<file path="config.mk">
export PLATFORM = sky130hd
export DESIGN_NAME = instruction_encoder_flat
export DESIGN_NICKNAME = d
export VERILOG_FILES = /design/src/rtl/instruction_encoder_if.sv /design/src/rtl/instruction_encoder.sv /design/src/flat_wrapper.sv
export SDC_FILE = /design/constraint.sdc
export NUM_CORES = 1
export LEC_CHECK = 0
export CAP_MARGIN = 20
export CORE_ASPECT_RATIO = 0.5
export CORE_UTILIZATION = 55
export DETAILED_ROUTE_END_ITERATION = 16
export GPL_TIMING_DRIVEN = 0
export PLACE_DENSITY = 0.85
export SETUP_SLACK_MARGIN = 0.3
export SYNTH_ARGS = -nofsm -noshare
export SYNTH_HDL_FRONTEND = slang
export SYNTH_SLANG_ARGS = --single-unit
</file>
<file path="constraint.sdc">
create_clock -name clk -period 6.28 [get_ports clk]
set_input_delay 1.256 -clock clk [delete_from_list [all_inputs] [get_ports clk]]
set_output_delay 1.256 -clock clk [all_outputs]
set_load 0.01 [all_outputs]
</file>
<file path="src/rtl/instruction_encoder_if.sv">
// Request and instruction-memory write bundle for instruction_encoder.
// master drives requests and memory readiness; slave is the encoder.
interface instruction_encoder_if #(
    parameter int ADDR_W = 8
);
    logic              in_valid;
    logic              in_ready;
    logic [2:0]        in_mnem;
    logic [4:0]        in_rs;
    logic [4:0]        in_rt;
    logic [4:0]        in_rd;
    logic [15:0]       in_imm;
    logic              in_last;
    logic              imem_we;
    logic              imem_ready;
    logic [ADDR_W-1:0] imem_addr;
    logic [31:0]       imem_wdata;

    modport master (
        output in_valid, in_mnem, in_rs, in_rt, in_rd,
        output in_imm, in_last, imem_ready,
        input  in_ready, imem_we, imem_addr, imem_wdata
    );

    modport slave (
        input  in_valid, in_mnem, in_rs, in_rt, in_rd,
        input  in_imm, in_last, imem_ready,
        output in_ready, imem_we, imem_addr, imem_wdata
    );
endinterface

</file>
<file path="src/rtl/instruction_encoder.sv">
// Packs field-level requests into MIPS words and streams them
// through a small FIFO into instruction memory.
module instruction_encoder #(
    parameter int DEPTH     = 4,
    parameter int ADDR_W    = 8,
    parameter int BASE_ADDR = 0
) (
    input  logic                clk,
    input  logic                rst,
    instruction_encoder_if.slave bus,
    output logic [ADDR_W:0]     wcount,
    output logic                done,
    output logic                err
);
    localparam int PW = $clog2(DEPTH);
    localparam logic [PW:0] FULL_N = (PW+1)'(DEPTH);
    localparam logic [ADDR_W:0] WMAX = (ADDR_W+1)'(1 << ADDR_W);
    localparam logic [ADDR_W-1:0] BASE = ADDR_W'(BASE_ADDR);

    typedef enum logic [1:0] {
        S_IDLE,
        S_RUN,
        S_DRAIN,
        S_DONE
    } state_t;

    state_t            state;
    state_t            state_n;
    logic [31:0]       mem [DEPTH];
    logic [PW:0]       wptr;
    logic [PW:0]       rptr;
    logic [PW:0]       count;
    logic              full;
    logic              empty;
    logic              accept;
    logic              push;
    logic              pop;
    logic [31:0]       word;
    logic              word_ok;
    logic [ADDR_W-1:0] addr_q;

    assign count  = wptr - rptr;
    assign empty  = (count == '0);
    assign full   = (count == FULL_N);
    assign accept = bus.in_valid && bus.in_ready;
    assign push   = accept && word_ok;
    assign pop    = bus.imem_we && bus.imem_ready;
    assign done   = (state == S_DONE);

    assign bus.imem_we    = !empty;
    assign bus.imem_addr  = addr_q;
    assign bus.imem_wdata = empty ? '0 : mem[rptr[PW-1:0]];

    always_comb begin
        word    = '0;
        word_ok = 1'b1;
        case (bus.in_mnem)
            3'd0: word = {6'h00, bus.in_rs, bus.in_rt,
                          bus.in_rd, 5'd0, 6'h20};
            3'd1: word = {6'h00, bus.in_rs, bus.in_rt,
                          bus.in_rd, 5'd0, 6'h21};
            3'd2: word = {6'h00, bus.in_rs, bus.in_rt,
                          bus.in_rd, 5'd0, 6'h22};
            3'd3: word = {6'h00, bus.in_rs, bus.in_rt,
                          bus.in_rd, 5'd0, 6'h24};
            3'd4: word = {6'h08, bus.in_rs, bus.in_rt, bus.in_imm};
            3'd5: word = {6'h23, bus.in_rs, bus.in_rt, bus.in_imm};
            3'd6: word = {6'h2B, bus.in_rs, bus.in_rt, bus.in_imm};
            default: word_ok = 1'b0;
        endcase
    end

    // Readiness ignores a same-cycle pop so it never depends on imem_ready.
    always_comb begin
        bus.in_ready = 1'b0;
        if (!rst) begin
            case (state)
                S_IDLE:  bus.in_ready = 1'b1;
                S_RUN:   bus.in_ready = !full;
                default: bus.in_ready = 1'b0;
            endcase
        end
    end

    always_comb begin
        state_n = state;
        case (state)
            S_IDLE: begin
                if (accept)
                    state_n = bus.in_last ? S_DRAIN : S_RUN;
            end
            S_RUN: begin
                if (accept && bus.in_last)
                    state_n = S_DRAIN;
            end
            S_DRAIN: begin
                if (empty)
                    state_n = S_DONE;
            end
            S_DONE:  state_n = S_IDLE;
            default: state_n = S_IDLE;
        endcase
    end

    always_ff @(posedge clk) begin
        if (rst)
            state <= S_IDLE;
        else
            state <= state_n;
    end

    always_ff @(posedge clk) begin
        if (rst) begin
            wptr   <= '0;
            rptr   <= '0;
            addr_q <= BASE;
            wcount <= '0;
            err    <= 1'b0;
        end else begin
            if (push)
                wptr <= wptr + 1'b1;
            if (pop)
                rptr <= rptr + 1'b1;
            if (accept && !word_ok)
                err <= 1'b1;
            // FIFO is always empty in IDLE, so no pop can collide here.
            if (accept && state == S_IDLE) begin
                addr_q <= BASE;
                wcount <= '0;
            end else if (pop) begin
                addr_q <= addr_q + 1'b1;
                if (wcount != WMAX)
                    wcount <= wcount + 1'b1;
            end
        end
    end

    always_ff @(posedge clk) begin
        if (push)
            mem[wptr[PW-1:0]] <= word;
    end
endmodule

</file>
<file path="src/flat_wrapper.sv">
// flat-port wrapper written by rule: the top's interface ports become plain ports
module instruction_encoder_flat 
#(
    parameter int DEPTH     = 4,
    parameter int ADDR_W    = 8,
    parameter int BASE_ADDR = 0
)
  (clk, rst, wcount, done, err, bus_in_valid, bus_in_mnem, bus_in_rs, bus_in_rt, bus_in_rd, bus_in_imm, bus_in_last, bus_imem_ready, bus_in_ready, bus_imem_we, bus_imem_addr, bus_imem_wdata);
  instruction_encoder_if #(.ADDR_W(ADDR_W)) bus_i ();
  input  logic clk;
  input  logic rst;
  output logic [ADDR_W:0] wcount;
  output logic done;
  output logic err;
  input wire logic [$bits(bus_i.in_valid)-1:0] bus_in_valid;
  input wire logic [$bits(bus_i.in_mnem)-1:0] bus_in_mnem;
  input wire logic [$bits(bus_i.in_rs)-1:0] bus_in_rs;
  input wire logic [$bits(bus_i.in_rt)-1:0] bus_in_rt;
  input wire logic [$bits(bus_i.in_rd)-1:0] bus_in_rd;
  input wire logic [$bits(bus_i.in_imm)-1:0] bus_in_imm;
  input wire logic [$bits(bus_i.in_last)-1:0] bus_in_last;
  input wire logic [$bits(bus_i.imem_ready)-1:0] bus_imem_ready;
  output wire logic [$bits(bus_i.in_ready)-1:0] bus_in_ready;
  output wire logic [$bits(bus_i.imem_we)-1:0] bus_imem_we;
  output wire logic [$bits(bus_i.imem_addr)-1:0] bus_imem_addr;
  output wire logic [$bits(bus_i.imem_wdata)-1:0] bus_imem_wdata;
  assign bus_i.in_valid = bus_in_valid;
  assign bus_i.in_mnem = bus_in_mnem;
  assign bus_i.in_rs = bus_in_rs;
  assign bus_i.in_rt = bus_in_rt;
  assign bus_i.in_rd = bus_in_rd;
  assign bus_i.in_imm = bus_in_imm;
  assign bus_i.in_last = bus_in_last;
  assign bus_i.imem_ready = bus_imem_ready;
  assign bus_in_ready = bus_i.in_ready;
  assign bus_imem_we = bus_i.imem_we;
  assign bus_imem_addr = bus_i.imem_addr;
  assign bus_imem_wdata = bus_i.imem_wdata;
  instruction_encoder #(.DEPTH(DEPTH), .ADDR_W(ADDR_W), .BASE_ADDR(BASE_ADDR)) u_core (.clk(clk), .rst(rst), .bus(bus_i), .wcount(wcount), .done(done), .err(err));
endmodule
</file>
* Yosys cells after proc, flatten, opt, wreduce, memory -nomap -nowiden
Memory sizes are Yosys's and may differ from the RTL's. A register that Yosys moved wholly into a read port is not among the register bits.
Cells that the tools add are included.
** Cells by class
- Add/subtract/negate cells :: 5
- Reductions and logical operators :: 16
- Equal/unequal tests :: 14
- Muxes and demuxes :: 14
** Operators with widths (count)
- 32-bit case mux with 7 select lines :: 1
- 32-bit two-way mux :: 1
- 3-bit == test (second input constant) :: 4
- 2-bit two-way mux :: 6
- 9-bit by 1-bit adder with 9-bit output (second input constant) :: 1
- 9-bit != test (second input constant) :: 1
- 8-bit by 1-bit adder with 8-bit output (second input constant) :: 1
- 2-bit case mux with 4 select lines :: 1
- 7-bit OR reduction :: 1
- 3-bit by 1-bit adder with 3-bit output (second input constant) :: 2
- 3-bit by 2-bit == test with 1-bit output (second input constant) :: 2
- 1-bit logical AND :: 6
- 3-bit logical NOT :: 2
- 2-bit by 1-bit != test with 1-bit output (second input constant) :: 3
- 2-bit == test (second input constant) :: 2
- 1-bit two-way mux :: 4
- 3-bit by 1-bit == test with 1-bit output (second input constant) :: 1
- 1-bit logical NOT :: 3
- 3-bit AND reduction :: 1
- 3-bit subtractor :: 1
- 2-bit by 1-bit == test with 1-bit output (second input constant) :: 1
- 2-bit logical NOT :: 1
- 1-bit case mux with 2 select lines :: 1
- 2-bit AND reduction :: 1
- 2-bit OR reduction :: 1
** Word-level totals
- Output and inout port bits :: 53
- Memories kept :: 1
- RAM bits :: 128
- Register bits after elaboration :: 26
- Bits of input ports :: 39
- Logic and storage cells :: 56
** Memories
- u_core.mem :: words 4, width 32, rd ports 1, clocked after Yosys merged registers in 1, write ports 1, RTL line instruction_encoder.sv:29 : logic [31:0] mem [DEPTH];

* Logic depth before layout (Yosys ltp)
- Word-level depth :: 9
- Mapped depth :: 8
- Mapped depth without buffers :: 7

* Worst setup path before layout
No wires, ideal clock.
- Path kind :: register to output
- Start point :: reg u_core.wptr[0]
- End point :: out bus_imem_wdata[27]
- Setup slack :: 3235 ps
- Arrival :: 1789 ps
- Buffers on the path :: 2
- Data required time :: 5024 ps
- Cell stages (with the launch flop) :: 9
- Cell sequence :: dfxtp_1 > inv_1 > ha_1 > nor2b_1 > xnor2_2 > nor2_1 > clkbuf_1 > nor2b_1 > buf_4
** Between the ends
- Longest elaborated chain between the ends :: 3
** RTL lines
- start: declaration :: RTL line instruction_encoder.sv:30 : logic [PW:0] wptr;
- start signal: assignment :: RTL line instruction_encoder.sv:121 : wptr <= wptr + 1'b1;
- 3-bit subtractor :: RTL line instruction_encoder.sv:42 : assign count = wptr - rptr;
- 3-bit logical NOT :: RTL line instruction_encoder.sv:43 : assign empty = (count == '0);
- 32-bit two-way mux :: RTL line instruction_encoder.sv:52 : assign bus.imem_wdata = empty ? '0 : mem[rptr[PW-1:0]];
- end: declaration :: RTL line flat_wrapper.sv:26 : output wire logic [$bits(bus_i.imem_wdata)-1:0] bus_imem_wdata;
No other way between the ends.

* Worst setup path in the final report
- Start point :: reg u_core.wptr[0]
- End point :: out bus_imem_wdata[13]
Same word-level chain as after synthesis.

==> flow_summary_export.csv <==
group,metric,value,unit
run_status,status,"finished, final reports clean",
critical_path,reg2reg_from,"u_core.wptr[0]$_SDFFE_PP0P_",
route,viasPerCell,5.74,
route,ant_nets,0,
sta,drv_slew,0,
logic_synthesis,yosysTopAreaCellShare,55.2,%
grt,antenna_found_initial,0,
finish,diodes,0,
grt,overflow,0,
placement,place_ws,2240,ps
finish,synthToLayoutAreaGrowth,28.0,%
logic_synthesis,synth_edf_count,112,
logic_synthesis,synth_most_common_cell,"edfxtp_1",
floorplanning,die_area,0.0115,mm2
logic_synthesis,synth_seq_cells,140,
sta,fin_skew,11.4,ps
logic_synthesis,seq_area_frac_synth,64.4,%
pwr,ir_drop,213,uV
sta,final_hold_viol_count,0,
critical_path,crit_type,"flip-flop to output port",
logic_synthesis,synth_area_leader_cell,"edfxtp_1",
floorplanning,fp.dieW,151,um
sta,worstMarginPinSlew,910,ps
finish,n_fill_cell,648,
logic_synthesis,ys.flop_type,"edfxtp_1",
critical_path,required,5020,ps
route,post_drt_wl_per_cell,19.3,um
floorplanning,initial_utilization,58.2,%
pwr,leakage,2.72,nW
logic_synthesis,async_flop_share,0,%
sta,timing.fmax,220,MHz
logic_synthesis,syn_area,0.00609,mm2
sta,hold_ws,491,ps
sta,fin_crit_sh,72.3,%
clock_tree,cts_tree,"built",
sta,setup_viol,0,
hold_path,hp-start,"u_core.err$_SDFFE_PP0P_",
sta,slew_headroom,39.4,%
critical_path,reg2reg_depth,7,
logic_synthesis,synth_top_cells_by_count,"112 x edfxtp_1, 31 x nor2b_1, 29 x nor2_1",
floorplanning,rows,26,
floorplanning,fp.dieH,76.4,um
critical_path,start_kind,"flip-flop",
grt,grt_max_degree,30,
route,wirelength,13.1,mm
clock_tree,cts_resized,0,
grt,globalRouteTotalUtil,24.3,%
finish,stdcell_area,0.00780,mm2
logic_synthesis,synth_cells,412,
clock_tree,holdBufCountCts,0,
clock_tree,cts.sinks,140,
sta,fin_setup_tns,0,ps
route,vias,3875,
logic_synthesis,synth_area_per_cell,14.8,um2
logic_synthesis,ys_types,35,
finish,fin_util,74.5,%
critical_path,rrSetupSlack,3340,ps
hold_path,holdPathStages,2,
placement,placed_area,0.00723,mm2
critical_path,worstReg2RegEnd,"u_core.mem[0][20]$_DFFE_PP_",
floorplanning,coreArea,0.0105,mm2
route,drt_iter0_markers,264,
logic_synthesis,yosys_warnings,0,
critical_path,endpoint_kind,"output port",
logic_synthesis,synth_area_leaders,"edfxtp_1 55%, mux4_2 10%, dfxtp_1 9.2%",
hold_path,hold_class,"flip-flop to flip-flop",
clock_tree,cts_buffers,17,
finish,nets,575,
floorplanning,ios,92,
placement,io_buffer_count,87,
clock_tree,htree_levels,4,
route,drcViolationCount,0,
hold_path,min_to,"u_core.err$_SDFFE_PP0P_",
placement,gp_congestion,0.850,
pwr,power_density,394,mW/mm2
sta,min_period,4540,ps
clock_tree,cts.path.max_buffers,2,
critical_path,arrival,3280,ps
finish,drive_above_1_share,14.2,%
route,dr.pass1.iters,5,
clock_tree,path_clk_slew,60,ps
sta,fin_ws,1740,ps
placement,dp_hpwl,8.35,mm
flow_run,cap_violations,0,
sta,rsz0062_at_grt,"false",
grt,grt_pass1_vias,4008,
critical_path,path_max_fanout,10,
clock_tree,clk_latency,420,ps
grt,grt_pass1_wl,20.3,mm
clock_tree,post-cts-setup-buffer-count,0,
clock_tree,clockRootBuffer,"clkbuf_16",
[layout make-up]
type	count	area (um2)	area share (%)
flip-flops and latches	140	3920	50.3
multi-input cells	232	2000	25.6
repair buffers	90	953	12.2
clock buffers	17	425	5.45
well taps	140	175	2.25
clock inverters	15	149	1.91
plain buffers	25	115	1.48
inverters	16	60.1	0.770
[report_power, final]
group	internal, mW	switching [mW]
Sequential	1.06	0.0275
Clock	0.559	0.419
Combinational	0.505	0.501
[placed cells by master (no fill, tap or decap), drive strengths merged, types with 2 or more instances in the layout]
cell type	instances
nor3	2
nor4b	2
o21ai	11
edfxtp	112
and2	16
xnor2	3
o211ai	11
clkdlybuf4s50	87
nand3	7
mux4	28
buf	13
clkinv	3
xor2	17
nand2	12
clkbuf	32
conb	2
nor2b	31
o2111ai	4
mux2i	7
nor2	29
inv	26
dfxtp	28
ha	14
and3	19
a21oi	8
a311oi	2
[sequential cells by signal, indices dropped and copies added (netlist names), named ones only]
name and flops:
u_core.err 1, u_core.wcount 9, u_core.mem 112, u_core.bus.imem_addr 8
u_core.wptr 3, u_core.state 2, u_core.rptr 3
[per-layer routing]
layer	vias to the layer above	track usage, %	part of all wire (%)
li1	1768	-	-
met1	1929	29.0	40
met2	150	41.9	52
met3	28	5.69	5.8
met4	0	11.3	2.2
met5	-	0	0
[metrics by stage]
| step | power (mW) | instances |
|---|---|---|
| 3_3_place_gp | 2.08 | 640 |
| 5_1_grt | 3.21 | 675 |
| 2_1_floorplan | 1.68 | 413 |
| 6_report | 3.07 | 675 |
| 4_1_cts | 3.09 | 675 |
| 3_5_place_dp | 2.11 | 643 |
[worst max-delay path, stage by stage, from the launching register on]
cell             delay (ps)
dfxtp_1                 330
inv_1                   130
ha_1                    150
nor2b_1                 290
xnor2_2                 230
nor2_1                  300
clkbuf_1                490
buf_2                   350
nor2b_1                 100
clkdlybuf4s50_1         490
[kinds of logic (layout without fill, tap and decap cells)]
| group | Yosys count | after routing | share of synthesized area [%] |
|---|---|---|---|
| muxes | 35 | 35 | 11.5 |
| AOI/OAI and AO/OA | 41 | 41 | 4.64 |
| other | 1 | 2 | 0.0615 |
| buffers and inverters | 41 | 163 | 2.87 |
| and+or+nand+nor | 120 | 120 | 10.5 |
| adders and majority gates | 14 | 14 | 2.87 |
| DFF | 140 | 140 | 64.4 |
| xor gates and xnor gates | 20 | 20 | 3.12 |
[how the worst max path moves through the flow]
stage | slack (ps) | endpoint | cells after the start | start
2_1_floorplan | 3230 | bus_imem_wdata[27] | 8 | u_core.wptr[0]$_SDFFE_PP0P_
3_3_place_gp | 2270 | bus_in_ready | 4 | rst
3_5_place_dp | 2240 | bus_imem_wdata[9] | 9 | u_core.wptr[0]$_SDFFE_PP0P_
4_1_cts | 1720 | bus_imem_wdata[13] | 9 | u_core.wptr[0]$_SDFFE_PP0P_
5_1_grt | 1570 | bus_imem_wdata[9] | 9 | u_core.wptr[0]$_SDFFE_PP0P_
6_report | 1740 | bus_imem_wdata[13] | 9 | u_core.wptr[0]$_SDFFE_PP0P_
No activity file was read; power rests on OpenSTA's default activity.
